**src/rtl/md_issue_ctrl_pkg.sv**
```systemverilog
// Op codes, FSM states and latency defaults shared by the multiply/divide issue controller.
// Helper functions classify op codes; codes 9-15 behave like MD_NONE.
package md_issue_ctrl_pkg;

  localparam int MUL_LAT_DEF = 5;
  localparam int DIV_LAT_DEF = 10;
  localparam int CNT_W_DEF   = 4;

  typedef logic [3:0] md_op_t;

  localparam md_op_t MD_NONE  = 4'd0;
  localparam md_op_t MD_MULTU = 4'd1;
  localparam md_op_t MD_MULT  = 4'd2;
  localparam md_op_t MD_DIVU  = 4'd3;
  localparam md_op_t MD_DIV   = 4'd4;
  localparam md_op_t MD_MFLO  = 4'd5;
  localparam md_op_t MD_MFHI  = 4'd6;
  localparam md_op_t MD_MTHI  = 4'd7;
  localparam md_op_t MD_MTLO  = 4'd8;

  typedef enum logic [1:0] {
    IDLE     = 2'd0,
    MUL_WAIT = 2'd1,
    DIV_WAIT = 2'd2
  } md_state_e;

  function automatic logic is_md_op(input md_op_t op);
    return (op >= MD_MULTU) && (op <= MD_MTLO);
  endfunction

  function automatic logic is_muldiv_op(input md_op_t op);
    return (op >= MD_MULTU) && (op <= MD_DIV);
  endfunction

  function automatic logic is_mul_op(input md_op_t op);
    return (op == MD_MULTU) || (op == MD_MULT);
  endfunction

endpackage

```
**src/rtl/md_issue_ctrl_if.sv**
```systemverilog
// Pipeline-side and unit-side signals of the multiply/divide issue controller.
// master = the controller, slave = the pipeline/unit environment driving it.
interface md_issue_ctrl_if;
  import md_issue_ctrl_pkg::*;

  md_op_t d_md_op;
  md_op_t e_md_op;
  logic   e_valid;
  logic   e_flush;
  logic   md_busy;
  logic   md_start;
  md_op_t md_op;
  logic   stall;
  logic   proto_err;

  modport master (
    input  d_md_op, e_md_op, e_valid, e_flush, md_busy,
    output md_start, md_op, stall, proto_err
  );

  modport slave (
    output d_md_op, e_md_op, e_valid, e_flush, md_busy,
    input  md_start, md_op, stall, proto_err
  );

endinterface

```
**src/rtl/md_issue_ctrl_lat_counter.sv**
```systemverilog
// Loadable down-counter that saturates at zero; load has priority over decrement.
// Latency: count and zero flag update on the edge after load; no backpressure.
module md_lat_counter #(
  parameter int CNT_W = 4
) (
  input  logic             clk,
  input  logic             reset,
  input  logic             load,
  input  logic [CNT_W-1:0] load_val,
  output logic [CNT_W-1:0] cnt,
  output logic             zero
);

  always_ff @(posedge clk) begin
    if (reset) begin
      cnt <= '0;
    end else if (load) begin
      cnt <= load_val;
    end else if (cnt != '0) begin
      cnt <= cnt - CNT_W'(1);
    end
  end

  assign zero = (cnt == '0);

endmodule

```
**src/rtl/md_issue_ctrl.sv**
```systemverilog
// Issues E-stage MD ops to the mul/div unit, shadows its fixed latency and stalls D on MD collisions.
// Latency: md_op/md_start/stall are combinational; proto_err registers one edge after the fault.
module md_issue_ctrl
  import md_issue_ctrl_pkg::*;
#(
  parameter int MUL_LAT = MUL_LAT_DEF,
  parameter int DIV_LAT = DIV_LAT_DEF,
  parameter int CNT_W   = CNT_W_DEF
) (
  input  logic            clk,
  input  logic            reset,
  md_issue_ctrl_if.master md
);

  md_state_e        state;
  logic [CNT_W-1:0] cnt;
  logic             cnt_zero;
  logic             busy_sh;
  logic             issue_ok;
  logic             violation;
  logic             start_w;
  logic [CNT_W-1:0] load_val;
  logic             err_q;

  assign busy_sh   = ~cnt_zero;
  assign issue_ok  = md.e_valid & ~md.e_flush & is_md_op(md.e_md_op);
  // An MD op in E while the unit is still counting must never reach it.
  assign violation = issue_ok & busy_sh;
  assign start_w   = issue_ok & is_muldiv_op(md.e_md_op) & ~busy_sh & ~reset;
  assign load_val  = is_mul_op(md.e_md_op) ? CNT_W'(MUL_LAT) : CNT_W'(DIV_LAT);

  assign md.md_start  = start_w;
  assign md.md_op     = (issue_ok & ~busy_sh & ~reset) ? md.e_md_op : MD_NONE;
  assign md.stall     = is_md_op(md.d_md_op) & (busy_sh | start_w) & ~reset;
  assign md.proto_err = err_q & ~reset;

  md_lat_counter #(
    .CNT_W (CNT_W)
  ) u_lat_counter (
    .clk      (clk),
    .reset    (reset),
    .load     (start_w),
    .load_val (load_val),
    .cnt      (cnt),
    .zero     (cnt_zero)
  );

  always_ff @(posedge clk) begin
    if (reset) begin
      state <= IDLE;
      err_q <= 1'b0;
    end else begin
      case (state)
        IDLE: begin
          if (start_w) begin
            state <= is_mul_op(md.e_md_op) ? MUL_WAIT : DIV_WAIT;
          end
        end
        MUL_WAIT, DIV_WAIT: begin
          if (cnt == CNT_W'(1)) begin
            state <= IDLE;
          end
        end
        default: state <= IDLE;
      endcase
      // The issue cycle is exempt: the unit may already raise Busy on that cycle.
      if (violation || ((md.md_busy != busy_sh) && !start_w)) begin
        err_q <= 1'b1;
      end
    end
  end

endmodule
```
**src/flat_wrapper.sv**
```systemverilog
// flat-port wrapper written by rule: the top's interface ports become plain ports
module md_issue_ctrl_flat import md_issue_ctrl_pkg::*;
#(
  parameter int MUL_LAT = MUL_LAT_DEF,
  parameter int DIV_LAT = DIV_LAT_DEF,
  parameter int CNT_W   = CNT_W_DEF
)
  (clk, reset, md_d_md_op, md_e_md_op, md_e_valid, md_e_flush, md_md_busy, md_md_start, md_md_op, md_stall, md_proto_err);
  md_issue_ctrl_if md_i ();
  input  logic clk;
  input  logic reset;
  input wire logic [$bits(md_i.d_md_op)-1:0] md_d_md_op;
  input wire logic [$bits(md_i.e_md_op)-1:0] md_e_md_op;
  input wire logic [$bits(md_i.e_valid)-1:0] md_e_valid;
  input wire logic [$bits(md_i.e_flush)-1:0] md_e_flush;
  input wire logic [$bits(md_i.md_busy)-1:0] md_md_busy;
  output wire logic [$bits(md_i.md_start)-1:0] md_md_start;
  output wire logic [$bits(md_i.md_op)-1:0] md_md_op;
  output wire logic [$bits(md_i.stall)-1:0] md_stall;
  output wire logic [$bits(md_i.proto_err)-1:0] md_proto_err;
  assign md_i.d_md_op = md_d_md_op;
  assign md_i.e_md_op = md_e_md_op;
  assign md_i.e_valid = md_e_valid;
  assign md_i.e_flush = md_e_flush;
  assign md_i.md_busy = md_md_busy;
  assign md_md_start = md_i.md_start;
  assign md_md_op = md_i.md_op;
  assign md_stall = md_i.stall;
  assign md_proto_err = md_i.proto_err;
  md_issue_ctrl #(.MUL_LAT(MUL_LAT), .DIV_LAT(DIV_LAT), .CNT_W(CNT_W)) u_core (.clk(clk), .reset(reset), .md(md_i));
endmodule
```
**config.mk**
```make
export PLATFORM = sky130hd
export DESIGN_NAME = md_issue_ctrl_flat
export DESIGN_NICKNAME = d
export VERILOG_FILES = /design/src/rtl/md_issue_ctrl_pkg.sv /design/src/rtl/md_issue_ctrl_if.sv /design/src/rtl/md_issue_ctrl_lat_counter.sv /design/src/rtl/md_issue_ctrl.sv /design/src/flat_wrapper.sv
export SDC_FILE = /design/constraint.sdc
export NUM_CORES = 1
export LEC_CHECK = 0
export ABC_AREA = 0
export CAP_MARGIN = 20
export CORE_AREA = 3 3 40 42
export CTS_BUF_LIST = sky130_fd_sc_hd__clkbuf_4
export CTS_CLUSTER_DIAMETER = 80
export DETAILED_ROUTE_END_ITERATION = 7
export DIE_AREA = 0 0 43 45
export PLACE_DENSITY = 0.68
export SETUP_SLACK_MARGIN = 0.4
export SYNTH_ARGS = -nofsm -noshare
export SYNTH_HDL_FRONTEND = slang
export SYNTH_SLANG_ARGS = --single-unit
```
**constraint.sdc**
```tcl
create_clock -name clk -period 3 [get_ports clk]
set_input_delay 0.9 -clock clk [delete_from_list [all_inputs] [get_ports clk]]
set_output_delay 0.9 -clock clk [all_outputs]
set_load 0.05 [all_outputs]
```
==> metrics.md <==
| Metric | Value |
|---|---|
| Most frequent cells in the layout | 11 x buf_4, 7 x buf_12 |
| Switch Pwr | 205.0 uW |
| Die Y-Extent | 45 um |
| Final Skew | 0.002697 ns |
| Violated checks | negative setup slack |
| Post-DP HPWL | 1012 um |
| Antenna cells | 0 |
| Mapped cell area | 435.4 um2 |
| Post-route design area | 874.6 um2 |
| Clk pin slew, worst setup/hold paths | 0.05 ns |
| Hold Path Depth | 1 |
| Final hold violation count | 0 |
| Max-Cap Viols | 0 |
| Worst-Skew Late Latency | 0.24 ns |
| Slowest stage delay, CP | 0.56 ns |
| Outcome | complete, but fails checks |
| Gr ovfl total | 0 |
| WP depth | 6 |
| TritonCTS clock tree | done |
| Multi-input gate area | 355.3 um2 |
| Yosys reg bits | 5 |
| Setup CP Type | input pin to primary output |
| Sequential share of power | 21.8% |
| Seq/Total Area, Yosys | 22.99% |
| FMAX | 330.0 MHz |
| Layout cells sized above 1 | 58.54% |
| Nets | 97 |
| Pint | 313.9 uW |
| Initial DRT Pass Iterations | 4 |
| Endpoints failing setup | 2 |
| Io pins | 20 |
| Power per cell area | 593.3 nW/um2 |
| Post-Syn Nets | 63 |
| WL per Instance | 12.48 um |
| Comb pwr share | 61.6% |
| Final ANT Viol Nets | 0 |
| Tmin final | 3.031 ns |
| Synth area leader | dfxtp_1 |
| Unrepaired setup endpoints after global routing | true |
| First-pass GRT wire length | 2145 um |
| Vias | 471 |
| Die area | 1935 um2 |
| WP data arrival | 2.13 ns |
| CTS H-Tree Depth | 1 |
| Syn avg cell area | 8.886 um2 |
| CP Max Fanout | 3 |
| Gr usage total | 14.74% |
| Post-route insts no fill | 97 |
| Slew HR | 85.73% |
| WL final | 1211 um |
| Setup crit start kind | input pin |
| DR iter-0 viols | 5 |
| Crit-path slowest cell | or4b_4 |
| Leakage power | 0.0003765 uW |
| CTS max path bufs | 2 |
| Mapped Cells | 49 |
| Worst Tran Pin Value | 0.2129 ns |
| FILL cells | 101 |
| Final setup TNS | -0.05672 ns |
| Initial antenna violation count | 0 |
| Final Slew Violations | 0 |
| CTS Sinks | 5 |
| Largest net degree at the start of global routing | 9 |
| # rows | 13 |
| Initial Util | 33.89% |
| Reg area | 100.1 um2 |
| CP delay by family, top | simple AND/OR/NAND/NOR gates |
| Area growth syn-to-layout | 100.9% |
| Area after DPL | 814.5 um2 |
| TritonCTS Buffers | 3 |
| Worst VDD drop | 0.2854 mV |
| Port Buf Inserts | 19 |
| DRC violation count after routing | 0 |
| Crit-path cells | buf_6 > nand2b_4 > or4b_4 > a21oi_4 > and2_4 > buf_12 |
| Sw Ratio | 39.51% |
| Commonest non-fill, non-tap cell in the layout | buf_4 |
| Tcrit/Tclk final | 101.0% |
| Hold slack | 0.5647 ns |
| Vias in the first global route | 513 |
| Placer congestion estimate | 0.7198 |
| Root Driver | clkbuf_4 |
| Synth unique cells | 29 |
| CP Capture Type | primary output |
| Share of the synthesized area in the top cell type | 22.99% |
| Most area-consuming cells after synthesis | dfxtp_1 23%, and2_1 7.2%, xor2_1 6.0% |
| Placeable Area | 1285 um2 |
| Placed cell count | 92 |
| Fin worst setup slack | -0.03050 ns |
| Worst-case reg-to-reg path depth | 7 |
| Vias per Instance | 4.856 |
| Die width | 43 um |
| Crit path buf inv count | 2 |
| Total number of yosys warnings | 0 |
| WP data required | 2.10 ns |
| Final Util | 68.06% |
| Clock power share | 16.6% |
| Min-Delay Path Class | register to register |
==> worst paths after layout <==
kind                                                  start                     endpoint  slack [ns]
worst max register to register  u_core.u_lat_counter.cnt[0]  u_core.u_lat_counter.cnt[2]        1.16
worst min-delay path            u_core.u_lat_counter.cnt[0]  u_core.u_lat_counter.cnt[0]        0.56
worst min register to register  u_core.u_lat_counter.cnt[0]  u_core.u_lat_counter.cnt[0]        0.56
worst max-delay path                             md_e_flush                     md_stall       -0.03
==> layout make-up <==
| type | instances | area share (%) |
|---|---|---|
| Clock buffer | 4 | 3.433 |
| Tap cell | 15 | 2.146 |
| Multi-Input combinational cell | 38 | 40.63 |
| Timing Repair Buffer | 32 | 41.06 |
| Sequential cell | 5 | 11.44 |
| Inverter | 3 | 1.288 |
==> per-layer routing <==
layer	track usage, %	routed length, um	vias up
met5	0	0	-
met4	3.614	0	0
met3	4.781	73	0
met2	30.24	661	12
met1	13.98	477	219
li1	-	-	240
==> per-stage QoR <==
step | power (uW) | worst slack (ns)
5_1_grt | 560.9 | -0.08495
3_3_place_gp | 421.3 | -0.4234
3_5_place_dp | 429.6 | -0.4522
2_1_floorplan | 316.1 | -0.005463
6_report | 518.9 | -0.03050
4_1_cts | 521.3 | -0.08146
==> state kept, by name, indices dropped and copies added, names as in the netlist <==
name                      cells
u_core.u_lat_counter.cnt      4
u_core.err_q                  1
==> Yosys cell counts, drive strengths merged <==
cell     count
nor3         5
nand2        1
and2         5
xor2         3
o21ai        2
xnor2        1
a31oi        1
a21boi       1
dfxtp        5
a21oi        3
nor3b        2
o31ai        1
nand4bb      1
and3         1
or4b         1
inv          3
nand2b       1
ha           1
a211oi       1
nor4         1
o211a        1
or3b         1
o2111ai      1
buf          3
nor2         2
nand3b       1
==> cells by family after synthesis <==
| family | share of synthesized area, % |
|---|---|
| DFF | 22.99 |
| buffers and inverters | 7.471 |
| and+or+nand+nor | 36.21 |
| xor gates and xnor gates | 8.047 |
| AOI/OAI and AO/OA | 22.42 |
| adders and majority gates | 2.873 |
==> power by group through the flow <==
stage                     Clock [uW]  Combinational, uW  Sequential (uW)
after global placement             0                310              112
after floorplan                    0                208              108
after global routing            91.6                354              116
after detailed placement           0                315              115
after CTS                       89.0                319              113
final                           86.3                320              113
==> worst register-to-register path, cell delays in order (launching register included) <==
cell,delay (ns)
dfxtp_1,0.33
inv_1,0.06
ha_1,0.19
or3b_1,0.41
buf_4,0.19
nor3_2,0.10
nand4bb_1,0.22
and3_1,0.23
==> repair_timing <==
| item | in CTS | in global routing |
|---|---|---|
| pin swaps | 9 | 1 |
| setup buffers | 1 | 0 |
| resized for setup | 36 | 2 |
| setup endpoints to repair | 7 | 6 |
| hold buffers | 0 | 0 |
Note: power is estimated with default switching activity, not from simulation.
